`src/rtl/game_state_manager_pkg.sv`:
```
// Shared types for the game state manager: FSM state encoding and field widths.
package game_pkg;

  localparam int LIVES_W = 3;
  localparam int STATE_W = 3;

  typedef enum logic [STATE_W-1:0] {
    ST_IDLE      = 3'd0,
    ST_PLAY      = 3'd1,
    ST_FREEZE    = 3'd2,
    ST_GAME_OVER = 3'd3,
    ST_WIN       = 3'd4
  } game_state_e;

endpackage

```
`src/rtl/game_state_manager_if.sv`:
```
// Frame/collision inputs and HUD/state outputs of the game state manager.
interface game_state_manager_if #(
  parameter int SCORE_W = 12,
  parameter int KILLS_W = 5
);
  logic                        startOfFrame;
  logic                        startGame;
  logic                        hitMonster;
  logic                        hitSpaceship;
  logic                        invasion;
  logic [SCORE_W-1:0]          score;
  logic [game_pkg::LIVES_W-1:0] lives;
  logic [KILLS_W-1:0]          kills;
  logic [game_pkg::STATE_W-1:0] state;
  logic                        playEnable;
  logic                        scorePulse;
  logic                        lifeLostPulse;

  modport master (
    output startOfFrame, startGame, hitMonster, hitSpaceship, invasion,
    input  score, lives, kills, state, playEnable, scorePulse, lifeLostPulse
  );

  modport slave (
    input  startOfFrame, startGame, hitMonster, hitSpaceship, invasion,
    output score, lives, kills, state, playEnable, scorePulse, lifeLostPulse
  );
endinterface

```
`src/rtl/game_state_manager_frame_event_latch.sv`:
```
// Sticky per-frame collision flag: set by event_in, reloaded on clear, forced low when disabled.
module frame_event_latch (
  input  logic clk,
  input  logic resetN,
  input  logic enable,
  input  logic clear,
  input  logic event_in,
  output logic flag
);

  logic flag_q;
  logic flag_d;

  // On the clear cycle the old frame is consumed, but a hit in that same cycle opens the next frame.
  always_comb begin
    flag_d = flag_q;
    if (!enable) begin
      flag_d = 1'b0;
    end else if (clear) begin
      flag_d = event_in;
    end else begin
      flag_d = flag_q | event_in;
    end
  end

  always_ff @(posedge clk or negedge resetN) begin
    if (!resetN) begin
      flag_q <= 1'b0;
    end else begin
      flag_q <= flag_d;
    end
  end

  assign flag = flag_q;

endmodule

```
`src/rtl/game_state_manager.sv`:
```
// Game state FSM: commits latched collisions once per frame into score, lives, kills and play state.
//   state        | meaning
//   ST_IDLE      | after reset, waiting for startGame
//   ST_PLAY      | objects moving, collisions latched and committed each frame
//   ST_FREEZE    | life just lost, field frozen for FREEZE_FRAMES frames
//   ST_GAME_OVER | lives exhausted or invasion, hold until startGame
//   ST_WIN       | all monsters killed, hold until startGame
module game_state_manager
  import game_pkg::*;
#(
  parameter int LIVES_INIT     = 3,
  parameter int SCORE_W        = 12,
  parameter int POINTS_PER_HIT = 10,
  parameter int FREEZE_FRAMES  = 60,
  parameter int MONSTERS_TOTAL = 24
) (
  input  logic                 clk,
  input  logic                 resetN,
  game_state_manager_if.slave  bus
);

  localparam int KILLS_W = $clog2(MONSTERS_TOTAL + 1);
  localparam int FRZ_W   = $clog2(FREEZE_FRAMES + 1);
  localparam logic [SCORE_W:0] SCORE_MAX = {1'b0, {SCORE_W{1'b1}}};

  game_state_e         state_q, state_d;
  logic [SCORE_W-1:0]  score_q, score_d;
  logic [LIVES_W-1:0]  lives_q, lives_d;
  logic [KILLS_W-1:0]  kills_q, kills_d;
  logic [FRZ_W-1:0]    frz_q, frz_d;
  logic                play_en_q, play_en_d;
  logic                score_pulse_q, score_pulse_d;
  logic                life_lost_q, life_lost_d;

  logic                flag_m, flag_s, flag_i;
  logic                latch_en;
  logic [SCORE_W:0]    score_sum;
  logic [SCORE_W-1:0]  score_sat;
  logic [KILLS_W-1:0]  kills_inc;

  // Flags only accumulate while play continues across the edge, so a hit in a
  // commit cycle that leaves PLAY never leaks into FREEZE or an end screen.
  assign latch_en = (state_q == ST_PLAY) && (state_d == ST_PLAY);

  frame_event_latch u_latch_m (
    .clk      (clk),
    .resetN   (resetN),
    .enable   (latch_en),
    .clear    (bus.startOfFrame),
    .event_in (bus.hitMonster),
    .flag     (flag_m)
  );

  frame_event_latch u_latch_s (
    .clk      (clk),
    .resetN   (resetN),
    .enable   (latch_en),
    .clear    (bus.startOfFrame),
    .event_in (bus.hitSpaceship),
    .flag     (flag_s)
  );

  frame_event_latch u_latch_i (
    .clk      (clk),
    .resetN   (resetN),
    .enable   (latch_en),
    .clear    (bus.startOfFrame),
    .event_in (bus.invasion),
    .flag     (flag_i)
  );

  assign score_sum = {1'b0, score_q} + (SCORE_W + 1)'(POINTS_PER_HIT);
  assign score_sat = (score_sum > SCORE_MAX) ? SCORE_MAX[SCORE_W-1:0] : score_sum[SCORE_W-1:0];
  assign kills_inc = kills_q + 1'b1;

  always_comb begin
    state_d       = state_q;
    score_d       = score_q;
    lives_d       = lives_q;
    kills_d       = kills_q;
    frz_d         = frz_q;
    score_pulse_d = 1'b0;
    life_lost_d   = 1'b0;

    unique case (state_q)
      ST_IDLE, ST_GAME_OVER, ST_WIN: begin
        if (bus.startGame) begin
          state_d = ST_PLAY;
          score_d = '0;
          lives_d = LIVES_W'(LIVES_INIT);
          kills_d = '0;
        end
      end

      ST_PLAY: begin
        if (bus.startOfFrame) begin
          if (flag_i) begin
            state_d = ST_GAME_OVER;
          end else begin
            if (flag_s) begin
              life_lost_d = 1'b1;
              lives_d     = lives_q - 1'b1;
              if (lives_q == LIVES_W'(1)) begin
                state_d = ST_GAME_OVER;
              end else begin
                state_d = ST_FREEZE;
                frz_d   = FRZ_W'(FREEZE_FRAMES);
              end
            end
            // Monster hits still score on the frame a life is lost; WIN yields only to GAME_OVER.
            if (flag_m) begin
              score_d       = score_sat;
              score_pulse_d = (score_sat != score_q);
              kills_d       = kills_inc;
              if (kills_inc == KILLS_W'(MONSTERS_TOTAL) && state_d != ST_GAME_OVER) begin
                state_d = ST_WIN;
              end
            end
          end
        end
      end

      ST_FREEZE: begin
        if (bus.startOfFrame && frz_q != '0) begin
          frz_d = frz_q - 1'b1;
          if (frz_q == FRZ_W'(1)) begin
            state_d = ST_PLAY;
          end
        end
      end

      default: begin
        state_d = ST_IDLE;
      end
    endcase

    play_en_d = (state_d == ST_PLAY);
  end

  always_ff @(posedge clk or negedge resetN) begin
    if (!resetN) begin
      state_q       <= ST_IDLE;
      score_q       <= '0;
      lives_q       <= LIVES_W'(LIVES_INIT);
      kills_q       <= '0;
      frz_q         <= '0;
      play_en_q     <= 1'b0;
      score_pulse_q <= 1'b0;
      life_lost_q   <= 1'b0;
    end else begin
      state_q       <= state_d;
      score_q       <= score_d;
      lives_q       <= lives_d;
      kills_q       <= kills_d;
      frz_q         <= frz_d;
      play_en_q     <= play_en_d;
      score_pulse_q <= score_pulse_d;
      life_lost_q   <= life_lost_d;
    end
  end

  assign bus.score         = score_q;
  assign bus.lives         = lives_q;
  assign bus.kills         = kills_q;
  assign bus.state         = state_q;
  assign bus.playEnable    = play_en_q;
  assign bus.scorePulse    = score_pulse_q;
  assign bus.lifeLostPulse = life_lost_q;

endmodule

```
`src/flat_wrapper.sv`:
```
// flat-port wrapper written by rule: the top's interface ports become plain ports
module game_state_manager_flat import game_pkg::*;
#(
  parameter int LIVES_INIT     = 3,
  parameter int SCORE_W        = 12,
  parameter int POINTS_PER_HIT = 10,
  parameter int FREEZE_FRAMES  = 60,
  parameter int MONSTERS_TOTAL = 24
)
  (clk, resetN, bus_startOfFrame, bus_startGame, bus_hitMonster, bus_hitSpaceship, bus_invasion, bus_score, bus_lives, bus_kills, bus_state, bus_playEnable, bus_scorePulse, bus_lifeLostPulse);
  game_state_manager_if #(.SCORE_W(SCORE_W), .KILLS_W(($clog2((24) + 1)))) bus_i ();
  input  logic clk;
  input  logic resetN;
  input wire logic [$bits(bus_i.startOfFrame)-1:0] bus_startOfFrame;
  input wire logic [$bits(bus_i.startGame)-1:0] bus_startGame;
  input wire logic [$bits(bus_i.hitMonster)-1:0] bus_hitMonster;
  input wire logic [$bits(bus_i.hitSpaceship)-1:0] bus_hitSpaceship;
  input wire logic [$bits(bus_i.invasion)-1:0] bus_invasion;
  output wire logic [$bits(bus_i.score)-1:0] bus_score;
  output wire logic [$bits(bus_i.lives)-1:0] bus_lives;
  output wire logic [$bits(bus_i.kills)-1:0] bus_kills;
  output wire logic [$bits(bus_i.state)-1:0] bus_state;
  output wire logic [$bits(bus_i.playEnable)-1:0] bus_playEnable;
  output wire logic [$bits(bus_i.scorePulse)-1:0] bus_scorePulse;
  output wire logic [$bits(bus_i.lifeLostPulse)-1:0] bus_lifeLostPulse;
  assign bus_i.startOfFrame = bus_startOfFrame;
  assign bus_i.startGame = bus_startGame;
  assign bus_i.hitMonster = bus_hitMonster;
  assign bus_i.hitSpaceship = bus_hitSpaceship;
  assign bus_i.invasion = bus_invasion;
  assign bus_score = bus_i.score;
  assign bus_lives = bus_i.lives;
  assign bus_kills = bus_i.kills;
  assign bus_state = bus_i.state;
  assign bus_playEnable = bus_i.playEnable;
  assign bus_scorePulse = bus_i.scorePulse;
  assign bus_lifeLostPulse = bus_i.lifeLostPulse;
  game_state_manager #(.LIVES_INIT(LIVES_INIT), .SCORE_W(SCORE_W), .POINTS_PER_HIT(POINTS_PER_HIT), .FREEZE_FRAMES(FREEZE_FRAMES), .MONSTERS_TOTAL(MONSTERS_TOTAL)) u_core (.clk(clk), .resetN(resetN), .bus(bus_i));
endmodule
```
`config.mk`:
```
export PLATFORM = sky130hd
export DESIGN_NAME = game_state_manager_flat
export DESIGN_NICKNAME = d
export VERILOG_FILES = /design/src/rtl/game_state_manager_pkg.sv /design/src/rtl/game_state_manager_if.sv /design/src/rtl/game_state_manager_frame_event_latch.sv /design/src/rtl/game_state_manager.sv /design/src/flat_wrapper.sv
export SDC_FILE = /design/constraint.sdc
export NUM_CORES = 1
export LEC_CHECK = 0
export ABC_AREA = 1
export BUFFER_PORTS_ARGS = -buffer_cell sky130_fd_sc_hd__buf_2
export CORE_AREA = 5 5 91 93
export DETAILED_ROUTE_END_ITERATION = 12
export DIE_AREA = 0 0 96 98
export PLACE_DENSITY = 0.49
export SYNTH_ARGS = -nofsm -noshare
export SYNTH_HDL_FRONTEND = slang
export SYNTH_HIERARCHICAL = 1
export SYNTH_SLANG_ARGS = --single-unit
```
`constraint.sdc`:
```
create_clock -name clk -period 3.1 [get_ports clk]
set_clock_uncertainty 0.05 [all_clocks]
set_input_delay 0.775 -clock clk [delete_from_list [all_inputs] [get_ports clk]]
set_output_delay 0.775 -clock clk [all_outputs]
set_load 0.01 [all_outputs]
```
==> results.sh <==
export IMPL_crit_cells=13
export IMPL_setup_ws_ns=1.149
export IMPL_cts_clk_slew_worst_paths_ns=0.07
export IMPL_postRouteAntennaNets=0
export IMPL_power_uw=1883
export IMPL_die_x_um=96
export IMPL_synth_cell_types=36
export IMPL_n_antenna_cell=0
export IMPL_drive_above_1_share=0.2243
export IMPL_maxCapViolations=0
export IMPL_ctsRootBufferMaster="clkbuf_8"
export IMPL_cts_htree_levels=2
export IMPL_drtPass1Iterations=5
export IMPL_worst_path_dominant_cell_family="simple AND/OR/NAND/NOR gates"
export IMPL_slowest_delay_ns=0.54
export IMPL_grt_pass1_wl_um=9059
export IMPL_numPortBuffers=32
export IMPL_syn2layout_area_growth_pct=18.63
export IMPL_rsz0062_at_grt="no"
export IMPL_crit_path_end="u_core/u_latch_s/flag"
export IMPL_irDropWorstVdd_v=0.0003189
export IMPL_dp_hpwl_um=3911
export IMPL_crit_arrival_ns=2.12
export IMPL_grt_max_degree=36
export IMPL_crit_type="reg -> reg"
export IMPL_start_kind="register"
export IMPL_worstPathCellList="inv_1, ha_1, nand2_1, o21ai_1, a21oi_1, nand2_1, nand2_1, nand2_1, a21oi_1, nand2_1, nor2_1, inv_1, a21oi_2"
export IMPL_initial_core_util=0.2895
export IMPL_std_cell_rows=32
export IMPL_hold_depth=1
export IMPL_r2r_cells=13
export IMPL_slowest_stage="dfstp_2"
export IMPL_fillers=835
export IMPL_viasPerCell=4.459
export IMPL_grt_overflow=0
export IMPL_numCtsBuffers=5
export IMPL_die_area_sq_um=9408
export IMPL_worst_path_buf_inv=2
export IMPL_yosysSeqAreaShare=0.4074
export IMPL_ys_ff_latch=35
export IMPL_clock_path_buffers=2
export IMPL_power_per_cell_area_nw_per_um2=736.3
export IMPL_syn_nets=297
export IMPL_vias=1886
export IMPL_clock_sinks=35
export IMPL_synthesis_area_sq_um=2156
export IMPL_synthCells=283
export IMPL_r2r_start="u_core/bus.lives[1]"
export IMPL_antenna_found_initial=0
export IMPL_cts_tree="yes"
export IMPL_coreArea_sq_um=7447
export IMPL_syn_avg_cell_area_sq_um=7.618
export IMPL_post_cts_buffers=0
export IMPL_cp_data_required_time_ns=3.27
export IMPL_wl_per_cell_um=12.47
export IMPL_power_leakage_uw=0.001346
export IMPL_ctsResizeCount=0
export IMPL_regToRegSetupSlack_ns=1.15
export IMPL_fin_crit_ns=1.951
export IMPL_post_route_drc_count=0
export IMPL_nets=334
export IMPL_cp_max_fo=3
export IMPL_yosys_warnings=6
export IMPL_synth_edf_count=0
export IMPL_utilization=0.3434
export IMPL_end_kind="register"
export IMPL_ios=33
export IMPL_period_share=0.6292
export IMPL_pre_cts_ws_ns=1.048
export IMPL_rr_endpoint="u_core/u_latch_s/flag"
export IMPL_final_area_sq_um=2557
export IMPL_holdCritPathClass="reg -> reg"
export IMPL_routabilityCongestion=0.7867
export IMPL_cp_common_cell="nand2_1"
export IMPL_outcome="finished, final reports clean"
export IMPL_slew_violations=0
export IMPL_track_usage=0.1222
export IMPL_drt_wl_total_um=5274
export IMPL_clkLatencyLatePin_ns=0.29
export IMPL_worst_pin_slew_ns=0.8138
export IMPL_timing_slew_headroom=0.4574
export IMPL_grt_pass1_vias=1883
export IMPL_die_h_um=98
export IMPL_drt_iter0_markers=60
export IMPL_hold_buffers=0
export IMPL_hold_violations=0
export IMPL_fmaxAchievable_mhz=512.7
export IMPL_yosys_most_used_dff="dfrtp_1"
export IMPL_setup_viol=0
export IMPL_synth_async_sr_flop_share=1.000
export IMPL_tns_ns=0
export IMPL_place_area_sq_um=2425
export IMPL_startpoint="u_core/bus.lives[1]"
==> cell usage after synthesis (2+ instances only) <==
master | instances | area share
a21oi_2 | 3 | 0.012
nand2_1 | 80 | 0.14
nand3_4 | 2 | 0.016
o21ai_0 | 9 | 0.021
inv_1 | 39 | 0.068
dfrtp_1 | 33 | 0.38
nand4_1 | 3 | 0.0087
nand3_2 | 2 | 0.0093
dfstp_2 | 2 | 0.024
nand3_1 | 24 | 0.056
nor2_4 | 3 | 0.016
inv_2 | 5 | 0.0087
xor2_1 | 4 | 0.016
nor2_1 | 19 | 0.033
o21ai_1 | 7 | 0.016
ha_1 | 7 | 0.041
nor3_1 | 2 | 0.0046
nor2_2 | 4 | 0.012
a21oi_1 | 8 | 0.019
nand3b_1 | 2 | 0.0070
buf_4 | 2 | 0.0070
nand2_2 | 4 | 0.012
o21ai_2 | 4 | 0.016
o22ai_1 | 3 | 0.0087
==> registers in the layout, summed over array words and instances (netlist names) <==
| register | flops |
|---|---|
| u_core/bus.score | 12 |
| u_core/frz_q | 6 |
| u_core/bus.kills | 5 |
| u_core/bus.lives | 3 |
| u_core/bus.state | 3 |
| u_core/bus.lifeLostPulse | 1 |
| u_core/bus.playEnable | 1 |
| u_core/bus.scorePulse | 1 |
| u_core/u_latch_i/flag | 1 |
| u_core/u_latch_m/flag | 1 |
| u_core/u_latch_s/flag | 1 |
==> where the power goes <==
group          internal (uW)  total [uW]  switching (uW)  leakage, uW
registers                562         666             104     0.000463
logic                    241         722             481     0.000817
clock network            322         495             173    0.0000654
==> metrics by stage <==
step                cells  hold WS (ns)
finish                423        0.4619
global placement      415        0.4516
detailed placement    415        0.4524
floorplan             283        0.4294
CTS                   423        0.4643
global route          423        0.4799
==> layout by cell type (no fill, tap or decap), drive strengths merged, types with 4 or more instances in the layout <==
| cell | synthesis | final |
|---|---|---|
| nand4 | 4 | 4 |
| a21oi | 11 | 11 |
| clkbuf | 0 | 6 |
| ha | 7 | 7 |
| xor2 | 4 | 4 |
| o21ai | 20 | 20 |
| buf | 3 | 33 |
| nand3 | 28 | 28 |
| dfrtp | 33 | 33 |
| nand2 | 84 | 84 |
| inv | 44 | 44 |
| nor2 | 26 | 26 |
==> routing by layer <==
layer	GRT usage	vias up	share of wire
li1	-	979	-
met1	0.1587	864	0.47
met2	0.1992	39	0.47
met3	0.03082	4	0.046
met4	0.03392	0	0.011
met5	0	-	0
==> area by class of cell <==
class | count | area [sq um] | share of cell area
clock buffers | 6 | 72.57 | 0.02838
clock inverters | 2 | 60.06 | 0.02348
inverters | 45 | 168.9 | 0.06605
multi-input cells | 200 | 1082 | 0.4232
flip-flops and latches | 35 | 878.3 | 0.3434
well taps | 102 | 127.6 | 0.04990
repair buffers | 33 | 167.7 | 0.06556
==> cell families (layout without fill, tap and decap cells) <==
group,count (synthesis),after routing,share of synthesized area
XOR/XNOR,5,5,0.02031
buffers and inverters,48,86,0.09054
adder cells (fa/ha/maj),7,7,0.04062
flip-flops,35,35,0.4074
AND/OR/NAND/NOR,149,149,0.3291
AO/OA/AOI/OAI,39,39,0.1120
==> worst min-delay path by stage <==
stage	startpoint	end	slack [ns]
2_1_floorplan	resetN	u_core/bus.kills[0]	0.43
3_3_place_gp	u_core/bus.lives[1]	u_core/bus.lives[1]	0.45
3_5_place_dp	u_core/bus.lives[1]	u_core/bus.lives[1]	0.45
4_1_cts	u_core/bus.lives[1]	u_core/bus.lives[1]	0.46
5_1_grt	u_core/bus.lives[1]	u_core/bus.lives[1]	0.48
6_report	u_core/bus.lives[1]	u_core/bus.lives[1]	0.46
==> worst register-to-register path, cell delays in order (launching register included) <==
cell and delay, ns:
dfstp_2 0.54, inv_1 0.05, ha_1 0.17, nand2_1 0.12, o21ai_1 0.10, a21oi_1 0.12, nand2_1 0.09, nand2_1 0.06
nand2_1 0.06, a21oi_1 0.12, nand2_1 0.07, nor2_1 0.16, inv_1 0.07, a21oi_2 0.09
No activity file was read; power rests on OpenSTA's default activity.
